===== src/rtl/proc_run_ctrl.sv =====
// rtl/proc_run_ctrl.sv - host run controller: preload data memory, reset core, run with timeout, report
// Drives the core's reset/req and times execution until done or TIMEOUT.
module proc_run_ctrl #(
  parameter int AW      = 8,
  parameter int CW      = 16,
  parameter int TIMEOUT = 4095,
  parameter int RST_CYC = 2
) (
  input  logic          clk,
  input  logic          reset,
  input  logic          start,
  input  logic [AW-1:0] load_len,
  input  logic          ld_valid,
  input  logic [7:0]    ld_data,
  output logic          ld_ready,
  output logic          mem_wr_en,
  output logic [AW-1:0] mem_addr,
  output logic [7:0]    mem_dat,
  output logic          core_reset,
  output logic          core_req,
  input  logic          core_done,
  output logic          busy,
  output logic          rpt_valid,
  output logic [CW-1:0] cycles,
  output logic          timed_out
);

  typedef enum logic [2:0] {S_IDLE, S_LOAD, S_RESET_CORE, S_RUN, S_REPORT} state_t;

  localparam int            RW       = (RST_CYC > 1) ? $clog2(RST_CYC) : 1;
  localparam logic [RW-1:0] RST_LAST = RW'(RST_CYC - 1);
  localparam logic [CW-1:0] TO_LAST  = CW'(TIMEOUT - 1);

  state_t        state_q, state_d;
  logic [AW-1:0] len_q, len_d, addr_q, addr_d;
  logic [RW-1:0] rcnt_q, rcnt_d;
  logic [CW-1:0] cnt_q, cnt_d, cycles_q, cycles_d;
  logic          timed_out_q, timed_out_d;
  logic          wr, load_last;

  assign wr        = ld_valid & ld_ready;
  assign load_last = wr && (addr_q == len_q - AW'(1));

  always_ff @(posedge clk or negedge reset) begin
    if (!reset) state_q <= S_IDLE;
    else        state_q <= state_d;
  end

  always_comb begin
    state_d = state_q;
    case (state_q)
      S_IDLE:       if (start) state_d = (load_len != '0) ? S_LOAD : S_RESET_CORE;
      S_LOAD:       if (load_last) state_d = S_RESET_CORE;
      S_RESET_CORE: if (rcnt_q == RST_LAST) state_d = S_RUN;
      S_RUN:        if (core_done || (cnt_q == TO_LAST)) state_d = S_REPORT;
      S_REPORT:     state_d = S_IDLE;
      default:      state_d = S_IDLE;
    endcase
  end

  always_comb begin
    ld_ready   = 1'b0;
    core_reset = 1'b1;
    core_req   = 1'b0;
    busy       = 1'b1;
    rpt_valid  = 1'b0;
    case (state_q)
      S_IDLE:   busy = 1'b0;
      S_LOAD:   ld_ready = 1'b1;
      S_RUN: begin
        core_reset = 1'b0;
        core_req   = 1'b1;
      end
      S_REPORT: rpt_valid = 1'b1;
      default:  ;
    endcase
  end

  // Counters are zeroed at start acceptance, so entry into RESET_CORE and RUN sees zero.
  always_comb begin
    len_d       = len_q;
    addr_d      = addr_q;
    rcnt_d      = rcnt_q;
    cnt_d       = cnt_q;
    cycles_d    = cycles_q;
    timed_out_d = timed_out_q;
    case (state_q)
      S_IDLE: begin
        if (start) begin
          len_d       = load_len;
          addr_d      = '0;
          rcnt_d      = '0;
          cnt_d       = '0;
          cycles_d    = '0;
          timed_out_d = 1'b0;
        end
      end
      S_LOAD:       if (wr) addr_d = addr_q + AW'(1);
      S_RESET_CORE: rcnt_d = rcnt_q + RW'(1);
      S_RUN: begin
        cnt_d = cnt_q + CW'(1);
        if (core_done) begin
          cycles_d    = cnt_q + CW'(1);
          timed_out_d = 1'b0;
        end else if (cnt_q == TO_LAST) begin
          cycles_d    = CW'(TIMEOUT);
          timed_out_d = 1'b1;
        end
      end
      default: ;
    endcase
  end

  always_ff @(posedge clk or negedge reset) begin
    if (!reset) begin
      len_q       <= '0;
      addr_q      <= '0;
      rcnt_q      <= '0;
      cnt_q       <= '0;
      cycles_q    <= '0;
      timed_out_q <= 1'b0;
    end else begin
      len_q       <= len_d;
      addr_q      <= addr_d;
      rcnt_q      <= rcnt_d;
      cnt_q       <= cnt_d;
      cycles_q    <= cycles_d;
      timed_out_q <= timed_out_d;
    end
  end

  assign mem_wr_en = wr;
  assign mem_addr  = addr_q;
  assign mem_dat   = ld_data;
  assign cycles    = cycles_q;
  assign timed_out = timed_out_q;

endmodule


===== config.mk =====
export PLATFORM = sky130hd
export DESIGN_NAME = proc_run_ctrl
export DESIGN_NICKNAME = d
export VERILOG_FILES = /design/src/rtl/proc_run_ctrl.sv
export SDC_FILE = /design/constraint.sdc
export NUM_CORES = 1
export LEC_CHECK = 0
export ABC_CLOCK_PERIOD_IN_PS = 2490
export CAP_MARGIN = 20
export CORE_ASPECT_RATIO = 1.1
export CORE_MARGIN = 1.5
export CORE_UTILIZATION = 54
export CTS_BUF_LIST = sky130_fd_sc_hd__clkbuf_8
export CTS_CLUSTER_SIZE = 20
export DETAILED_ROUTE_END_ITERATION = 8
export PLACE_DENSITY_LB_ADDON = 0.12
export SETUP_SLACK_MARGIN = 0.4
export SLEW_MARGIN = 20
export SYNTH_ARGS = -nofsm -noshare
export SYNTH_HDL_FRONTEND = slang
export SYNTH_SLANG_ARGS = --single-unit

===== constraint.sdc =====
create_clock -name clk -period 2.49 [get_ports clk]
set_input_delay 0.3735 -clock clk [delete_from_list [all_inputs] [get_ports clk]]
set_output_delay 0.3735 -clock clk [all_outputs]
set_load 0.1 [all_outputs]

==> flow_metrics.tcl <==
set metrics [dict create \
    status "finished, final reports clean" \
    avgSynthCellArea_um2 9.51 \
    dr.pass1.iters 4 \
    drc 0 \
    clock_latency_ns 0.30 \
    grtUsageMet1_pct 27.3 \
    synth_most_common_cell "dfrtp_1" \
    setup_viol 0 \
    synth_area_leaders "dfrtp_1 (43%), xnor2_1 (5.4%), nand2_1 (5.3%)" \
    final_layout_size_suffix_gt1_share_pct 25.5 \
    grt_pass1_vias 2422 \
    hold_path.class "input port to async pin" \
    cts_buffer_depth 2 \
    ys_types 50 \
    p_leak_nw 1.68 \
    portBuffers 43 \
    finClkSkew_ns 0.00842 \
    grt_max_degree 54 \
    setup.reg_to_reg.worst_slack_ns 0.50 \
    cap_violations 0 \
    power-per-cell-area_mw_per_mm2 1330 \
    period_minus_slack_ns 1.99 \
    antenna_cells 0 \
    num_vias 2482 \
    hpwlAfterDp_mm 4.85 \
    synth-main-ff-cell "dfrtp_1" \
    grt_use_met3_pct 3.52 \
    power_mw 4.94 \
    drt_iter0_markers 154 \
    synth_area_leader_cell "dfrtp_1" \
    track_usage_pct 23.7 \
    antenna_found_initial 0 \
    required_ns 2.68 \
    hold_viol_final 0 \
    end_kind "register" \
    wl_mm 6.95 \
    die-width_um 74.9 \
    synth_edf_count 0 \
    pin_count 60 \
    fmax_mhz 502 \
    syn2layout_area_growth_pct 20.6 \
    cts_tree "built" \
    rows 28 \
    ant_nets 0 \
    synthCells 323 \
    vias_per_cell 5.65 \
    grtUsageMet2_pct 43.5 \
    wl_per_cell_um 15.8 \
    synth_common_cells "dfrtp_1 (53), nand2_1 (43), o21ai_0 (27), nor2_1 (25), xnor2_1 (19)" \
    worst_pin_slew_ns 0.673 \
    fin_nets 388 \
    tns_ns 0 \
    clk_pin_slew_ns 0.10 \
    syn_area_mm2 0.00307 \
    root_buffer "clkbuf_8" \
    cp-start-kind "register" \
    grt_pass1_wl_mm 11.2 \
    cts.sinks 53 \
    coreArea_mm2 0.00543 \
    peakVddDrop_mv 1.14 \
    crit_fanout 13 \
    die_area_mm2 0.00615 \
    post-route-period-util_pct 80.0 \
    numCtsBuffers 5 \
    worstSetupPathType "register to register" \
    hold_slack_ns 0.175 \
    slew_viol_final 0 \
    rsz0062_at_grt "no" \
    start_util_pct 56.6 \
    synth_top_area_share_pct 43.2 \
    die_h_um 82.1 \
    ys_seq_elements 53 \
    async_reset_ff_share_pct 100 \
    gp_congestion 0.857 \
    synth_fp_nets 348 \
    overflow 0 \
    yosysWarnings 0 \
    yosysSeqAreaShare_pct 43.2 \
    arrival_ns 2.18 \
    h-tree-depth 2 \
    slew_headroom_pct 55.2 \
    grt-busiest-layer "met2" \
]
[state kept, by name (all words and copies together), names as in the netlist]
signal,count
cycles,16
cnt_q,16
len_q,8
rcnt_q,1
timed_out,1
mem_addr,8
state_q,3
[cell families (layout without fill, tap and decap cells)]
group                      count (synthesis)  count (layout)  share of synthesized area (%)
AOI/OAI and AO/OA                         70              70                           14.7
and+or+nand+nor                          118             118                           19.9
adders and majority gates                  4               4                           1.63
muxes                                     15              15                           6.64
buffers and inverters                     35              76                           6.03
DFF                                       53              53                           43.2
xor gates and xnor gates                  28              28                           7.98
[metal layers]
layer / vias to the layer above / wire length, um
met5: - / 0
met4: 0 / 129
met3: 10 / 311
met2: 71 / 3820
met1: 1208 / 2690
li1: 1193 / -
[through the flow]
stage | setup slack, ns | instances | cell area, um^2 | utilization, %
final | 0.498 | 439 | 3700 | 68.2
after global routing | 0.408 | 439 | 3700 | 68.2
after CTS | 0.406 | 434 | 3640 | 67.1
after detailed placement | 0.318 | 424 | 3480 | 64.2
after global placement | 0.322 | 424 | 3480 | 64.2
after floorplan | 0.291 | 323 | 3090 | -
[worst max-delay path: stages, from the launching register on]
cell,delay (ns)
dfrtp_2,0.43
inv_1,0.06
ha_1,0.13
nand4b_1,0.14
nor4_4,0.31
o21bai_2,0.13
a21oi_4,0.18
buf_12,0.17
mux2_2,0.34
[final cells by class]
cell class	count	area, um^2
clock buffers	6	82.6
repair buffers	58	523
inverters	10	45.0
clock inverters	2	37.5
flip-flops and latches	53	1340
multi-input cells	235	1590
fillers	430	1730
well taps	75	93.8
[cells in the final DEF, fill, tap and decap left out, types with 3 or more instances in the layout]
cell type         n
nand4_1           6
dfrtp_2           7
mux2_2            3
or3_1             3
clkinvlp_4        3
a22o_1            4
ha_1              3
buf_4            41
o21ai_0          27
nand2b_1          5
nand2_1          43
and3_1            5
a21o_1            6
nor3_1            3
buf_12            5
o31ai_1           3
nor4_1            6
clkbuf_8          6
nand3_1           7
a21oi_1          15
nor3_2            3
nor2_1           25
inv_1             7
xor2_1            9
mux2_4           10
clkdlybuf4s50_1  11
dfrtp_1          46
xnor2_1          19
[timing repair]
item | in CTS | in global routing
setup buffers | 2 | 5
gates cloned | 0 | 0
pin swaps | 1 | 1
endpoints found under the hold margin | 0 | 0
endpoints found under the setup margin | 14 | 19
gates resized for setup | 6 | 11
hold buffers | 0 | 0
[power by group]
| group | switching [mW] | total [mW] | internal (mW) |
|---|---|---|---|
| logic | 1.94 | 2.88 | 0.932 |
| clock network | 0.285 | 0.612 | 0.327 |
| registers | 0.333 | 1.45 | 1.12 |
[worst paths after layout]
check,from,endpoint,cells after the start
worst max-delay path,cnt_q[0],cycles[1],8
max in group asynchronous,reset,cnt_q[3],2
worst min register to register,len_q[7],len_q[7],2
worst min-delay path,reset,mem_addr[2],2
worst max register to register,cnt_q[0],cycles[1],8
min in group clk,len_q[7],len_q[7],2
Power figures use the tool's default switching activity.
